`src/rtl/sw_max_score_tracker.sv`:
```
// rtl/sw_max_score_tracker.sv - best-cell score tracker on the Smith-Waterman score bus
//
// Purpose:
//   Scans every accepted score cycle of a query. For each query it keeps the
//   highest lane score, the lane that produced it, and the cycle offset at
//   which it first appeared. When the query ends, the result goes into a
//   2-entry first-word-fall-through FIFO for the host result writer.
//
// Ports:
//   clk, rst           engine clock; synchronous active-high reset
//   stall              freezes input capture, both pipeline stages and the cycle counter
//   V_in               NUM_PES lanes of WIDTH-bit unsigned scores
//   v_valid_in         V_in carries valid scores this cycle
//   query_id_in        query tag, used on the last cycle of the query
//   query_last_in      final score cycle of the query (qualified by v_valid_in)
//   res_*_out          head FIFO record: score, lane, cycle offset, query tag
//   res_valid_out      FIFO not empty
//   res_rdy_in         consumer takes the head record
//   fifo_full_out      both FIFO entries occupied
//   overflow_out       sticky: a record was dropped because the FIFO was full
module sw_max_score_tracker #(
    parameter int NUM_PES  = 64,
    parameter int WIDTH    = 10,
    parameter int PE_IDX_W = 6,
    parameter int QID_W    = 8,
    parameter int CYC_W    = 16
) (
    input  logic                       clk,
    input  logic                       rst,
    input  logic                       stall,
    input  logic [NUM_PES*WIDTH-1:0]   V_in,
    input  logic                       v_valid_in,
    input  logic [QID_W-1:0]           query_id_in,
    input  logic                       query_last_in,
    output logic [WIDTH-1:0]           res_score_out,
    output logic [PE_IDX_W-1:0]        res_pe_out,
    output logic [CYC_W-1:0]           res_cycle_out,
    output logic [QID_W-1:0]           res_qid_out,
    output logic                       res_valid_out,
    input  logic                       res_rdy_in,
    output logic                       fifo_full_out,
    output logic                       overflow_out
);

    localparam int REC_W = WIDTH + PE_IDX_W + CYC_W + QID_W;

    // ------------------------------------------------------------------
    // Lane max-reduce. Strict '>' while scanning upward keeps the lowest
    // lane index on ties.
    // ------------------------------------------------------------------
    logic [WIDTH-1:0]    cyc_max;
    logic [PE_IDX_W-1:0] cyc_pe;

    always_comb begin
        cyc_max = V_in[WIDTH-1:0];
        cyc_pe  = '0;
        for (int i = 1; i < NUM_PES; i++) begin
            if (V_in[i*WIDTH +: WIDTH] > cyc_max) begin
                cyc_max = V_in[i*WIDTH +: WIDTH];
                cyc_pe  = PE_IDX_W'(i);
            end
        end
    end

    // ------------------------------------------------------------------
    // Stage 1 and the cycle-offset counter.
    // The counter holds the offset the next accepted cycle will carry.
    // ------------------------------------------------------------------
    logic [CYC_W-1:0]    cyc_cnt;
    logic                s1_valid;
    logic                s1_last;
    logic [WIDTH-1:0]    s1_max;
    logic [PE_IDX_W-1:0] s1_pe;
    logic [CYC_W-1:0]    s1_cyc;
    logic [QID_W-1:0]    s1_qid;

    always_ff @(posedge clk) begin
        if (rst) begin
            cyc_cnt  <= '0;
            s1_valid <= 1'b0;
            s1_last  <= 1'b0;
            s1_max   <= '0;
            s1_pe    <= '0;
            s1_cyc   <= '0;
            s1_qid   <= '0;
        end else if (!stall) begin
            s1_valid <= v_valid_in;
            if (v_valid_in) begin
                s1_max  <= cyc_max;
                s1_pe   <= cyc_pe;
                s1_cyc  <= cyc_cnt;
                s1_last <= query_last_in;
                s1_qid  <= query_id_in;
                if (query_last_in) begin
                    cyc_cnt <= '0;
                end else if (cyc_cnt != {CYC_W{1'b1}}) begin
                    cyc_cnt <= cyc_cnt + CYC_W'(1);
                end
            end
        end
    end

    // ------------------------------------------------------------------
    // Stage 2: running max. Strict '>' keeps the earliest cycle on ties.
    // The "final" value folds in the current stage-1 cycle so a last cycle
    // that carries the best score is still reported.
    // ------------------------------------------------------------------
    logic [WIDTH-1:0]    run_max;
    logic [PE_IDX_W-1:0] run_pe;
    logic [CYC_W-1:0]    run_cyc;

    logic                upd;
    logic [WIDTH-1:0]    fin_max;
    logic [PE_IDX_W-1:0] fin_pe;
    logic [CYC_W-1:0]    fin_cyc;

    always_comb begin
        upd     = (s1_max > run_max);
        fin_max = upd ? s1_max : run_max;
        fin_pe  = upd ? s1_pe  : run_pe;
        fin_cyc = upd ? s1_cyc : run_cyc;
    end

    // Push register: a one-cycle pulse consumed by the FIFO on the next
    // edge whatever the stall level, so a stalled pipeline never writes a
    // record twice.
    logic             push_valid;
    logic [REC_W-1:0] push_rec;

    always_ff @(posedge clk) begin
        if (rst) begin
            run_max    <= '0;
            run_pe     <= '0;
            run_cyc    <= '0;
            push_valid <= 1'b0;
            push_rec   <= '0;
        end else begin
            push_valid <= ~stall & s1_valid & s1_last;
            if (!stall && s1_valid) begin
                if (s1_last) begin
                    push_rec <= {fin_max, fin_pe, fin_cyc, s1_qid};
                    // Clear on the same edge so a query that follows
                    // immediately starts from zero.
                    run_max  <= '0;
                    run_pe   <= '0;
                    run_cyc  <= '0;
                end else begin
                    run_max  <= fin_max;
                    run_pe   <= fin_pe;
                    run_cyc  <= fin_cyc;
                end
            end
        end
    end

    // ------------------------------------------------------------------
    // 2-entry first-word-fall-through result FIFO.
    // ------------------------------------------------------------------
    logic [REC_W-1:0] mem [0:1];
    logic             rd_ptr;
    logic             wr_ptr;
    logic [1:0]       count;
    logic             full;
    logic             pop;
    logic             push_ok;

    always_comb begin
        full    = (count == 2'd2);
        pop     = (count != 2'd0) & res_rdy_in;
        // A pop on the same edge frees a slot, so a push while full still lands.
        push_ok = push_valid & (~full | pop);
    end

    always_ff @(posedge clk) begin
        if (rst) begin
            mem[0]       <= '0;
            mem[1]       <= '0;
            rd_ptr       <= 1'b0;
            wr_ptr       <= 1'b0;
            count        <= 2'd0;
            overflow_out <= 1'b0;
        end else begin
            if (push_ok) begin
                mem[wr_ptr] <= push_rec;
                wr_ptr      <= ~wr_ptr;
            end
            if (pop) begin
                rd_ptr <= ~rd_ptr;
            end
            case ({push_ok, pop})
                2'b10:   count <= count + 2'd1;
                2'b01:   count <= count - 2'd1;
                default: count <= count;
            endcase
            if (push_valid && !push_ok) begin
                overflow_out <= 1'b1;
            end
        end
    end

    assign {res_score_out, res_pe_out, res_cycle_out, res_qid_out} = mem[rd_ptr];
    assign res_valid_out = (count != 2'd0);
    assign fifo_full_out = full;

endmodule

```
`config.mk`:
```
export PLATFORM = sky130hd
export DESIGN_NAME = sw_max_score_tracker
export DESIGN_NICKNAME = d
export VERILOG_FILES = /design/src/rtl/sw_max_score_tracker.sv
export SDC_FILE = /design/constraint.sdc
export NUM_CORES = 2
export LEC_CHECK = 0
export BUFFER_PORTS_ARGS = -buffer_cell sky130_fd_sc_hd__buf_2
export CORE_AREA = 2 2 270 272
export CTS_BUF_LIST = sky130_fd_sc_hd__clkbuf_16
export CTS_CLUSTER_DIAMETER = 60
export DETAILED_ROUTE_END_ITERATION = 7
export DIE_AREA = 0 0 272 274
export GPL_ROUTABILITY_DRIVEN = 0
export PLACE_DENSITY = 0.84
export SYNTH_ARGS = -nofsm -noshare
export SYNTH_HDL_FRONTEND = slang
export SYNTH_SLANG_ARGS = --single-unit
export TNS_END_PERCENT = 10
```
`constraint.sdc`:
```
create_clock -name clk -period 451.1 [get_ports clk]
set_input_delay 0 -clock clk [delete_from_list [all_inputs] [get_ports clk]]
set_output_delay 0 -clock clk [all_outputs]
set_load 0.1 [all_outputs]
```
==> results.md <==
* Vias in the first global route at 38,610
* Horiz. Die Dim at 272 µm
* Setup_tns at 0 ns
* Die Ht at 274 µm
* EDFF count, synth at 80
* Via count at 41,230
* Antenna Nets Post-Route at 0
* Critical Path Source Type: input pin
* RSZ-0062 raised after global routing: no
* Storage element area at 5145 µm²
* Initial antenna violation count at 97
* Yosys Warn Count at 0
* Fraction of layout cells with a size suffix above 1 at 0.2000
* Slowest stage delay, CP at 0.94 ns
* CTS Hold Bufs at 23
* Total grt overflow at 0
* Netlist cell types at 127
* Met1 Resource Use GR at 0.3826
* Status: finished, final reports clean
* Initial DRC Count at 3,312
* CTS resizes at 0
* Post-synthesis instance area at 37,810 µm²
* Slew Viols, Final at 0
* Total GRT Usage at 0.3373
* Seq cells post-synth at 217
* Worst EP required at 451.55 ns
* Post-Syn Area per Cell at 7.531 µm²
* Worst-margin pin slew at 1.216 ns
* Final hold vios at 0
* Area added between synthesis and finish at 14.04%
* Deepest clock path buffer count at 3
* Clock sink count at 217
* Post-synth top flop: dfxtp_1
* TritonRoute pass-1 iters at 8
* Syn Inst Count at 5,021
* Synth async-reset ratio at 0
* Clock Latency Late Sink at 0.50 ns
* DR vias/cell at 6.191
* Io pins at 697
* Remaining DRCs at 0
* Count leader, synth: ha_1
* CP bufs+invs at 88
* Mapped Nets at 6,256
* Multi-input logic area at 30,020 µm²
* Sequential-to-total area share from yosys stat at 0.1361
* IO Port Bufs at 696
* Met2 usage at 0.5811
* Largest area contributor in the netlist: ha_1
* CP max stage cell: a21oi_1
* Core Box Area at 71,970 µm²
* Fin nets at 6,844
* DP Wirelength at 111.4 mm
* Layout fillers at 6,311
* Slew headroom at 0.1891
* CP Data Arrival Time at 169.37 ns
* # setup viols final at 0
* Die area at 74,530 µm²
* Fmax at 0.005920 GHz
* TritonCTS Buffers at 22
* Met3 global-route usage at 0.07207
* Initial core utilization at 0.5254
* Top cells by count, synth: ha_1 (581), inv_1 (517), nor2_1 (420), nand2_1 (409), a21oi_1 (372)
* CP dominant cell by count: a21oi_1
* Post-layout min period at 168.93 ns
* Root Buffer: clkbuf_16
* # Post-CTS Setup Buffers at 0
* Htree depth at 1
* Largest net degree at the start of global routing at 71
* Hold Path Class: in -> reg
* Routed WL at 133.8 mm
* WS Path Type: in -> reg
* CP max FO at 32
* Critical Path Sink Type: flop
* First-pass GRT wire length at 203.6 mm
* Post-DR wirelength/cell at 20.09 µm
* Placement row count at 99
* Final clock skew at 0.01197 ns
* CP top delay family: compound AO/OA/AOI/OAI gates
* Final period util at 0.3745
* Yosys top cell area share at 0.1923
* CTS tree: done
* Clock slew at reported path FFs at 0.06 ns
* Max-capacitance violation count at 0
* Top cells by area, synth: ha_1 (19%), dfxtp_1 (7.3%), edfxtp_1 (6.4%), mux2_2 (6.2%), inv_1 (5.1%)
* Grt peak-use layer: met2
-- cells by family after synthesis --
group / share of synthesized area
AND/OR/NAND/NOR: 0.2082
AO/OA/AOI/OAI: 0.2659
buffers and inverters: 0.07187
adder cells (fa/ha/maj): 0.1936
multiplexers: 0.1101
flip-flops: 0.1361
XOR/XNOR: 0.01436
-- sequential cells by signal (all words and copies together) (netlist names), 2 cells and up, named ones only --
| register | cells |
|---|---|
| run_pe | 6 |
| push_rec | 40 |
| s1_pe | 6 |
| s1_cyc | 16 |
| s1_max | 10 |
| run_max | 10 |
| run_cyc | 16 |
| mem | 80 |
| count | 2 |
| cyc_cnt | 16 |
| s1_qid | 8 |
-- worst paths after layout --
path | slack [ns] | from | cells past startpoint | endpoint
max | 282.17 | V_in[4] | 1138 | s1_max[6]$_SDFFE_PP0P_
min reg2reg | 0.45 | s1_valid$_SDFFE_PP0N_ | 2 | s1_valid$_SDFFE_PP0N_
max reg2reg | 447.74 | run_max[1]$_SDFFE_PP0P_ | 16 | run_pe[4]$_SDFFE_PP0P_
min | 0.004 | V_in[612] | 3 | s1_max[2]$_SDFFE_PP0P_
-- worst min-delay path, delay by kind of cell --
kind                   cells  cell delay [ns]
buffers and inverters      1             0.10
multiplexers               1             0.10
AO/OA/AOI/OAI              1             0.24
-- per-stage QoR --
stage | std cells | hold WS, ns | cell area, µm² | util | worst slack, ns
floorplan | 5021 | 0.1360 | 37810 | - | 305.19
global placement | 6521 | 0.2442 | 42040 | 0.5841 | 291.32
detailed placement | 6521 | 0.2514 | 42040 | 0.5841 | 286.84
CTS | 6583 | 0.001289 | 42930 | 0.5965 | 286.49
global route | 6648 | 0.003693 | 43090 | 0.5988 | 268.31
finish | 6659 | 0.004050 | 43120 | 0.5992 | 282.17
-- cells in the final DEF (no fill, tap or decap), types with 137 or more instances in the layout --
master / synthesis / routed
mux2i_1: 172 / 172
and2_1: 146 / 145
mux2_2: 208 / 208
a21oi_1: 372 / 372
nand2_1: 409 / 409
dfxtp_1: 137 / 137
ha_1: 581 / 581
inv_1: 517 / 522
o21ai_0: 279 / 277
buf_2: 17 / 695
nor2_1: 420 / 420
-- per-layer routing --
| layer | vias up | part of all wire |
|---|---|---|
| met5 | - | 0.0019 |
| met4 | 42 | 0.069 |
| met3 | 578 | 0.088 |
| met2 | 2005 | 0.46 |
| met1 | 19090 | 0.38 |
| li1 | 19510 | - |
-- layout make-up --
class                           instances  area share
Sequential cell                       217      0.1193
Multi-Input combinational cell       4099      0.6962
Clock inverter                         16    0.002089
Clock buffer                           23     0.01335
Timing Repair Buffer                  751     0.09175
Antenna cell                           76    0.004410
Tap cell                              959     0.02783
Inverter                              518     0.04509
Power is not shown: default switching activity piles up to over one toggle a cycle in this logic, so the estimate is an artifact.
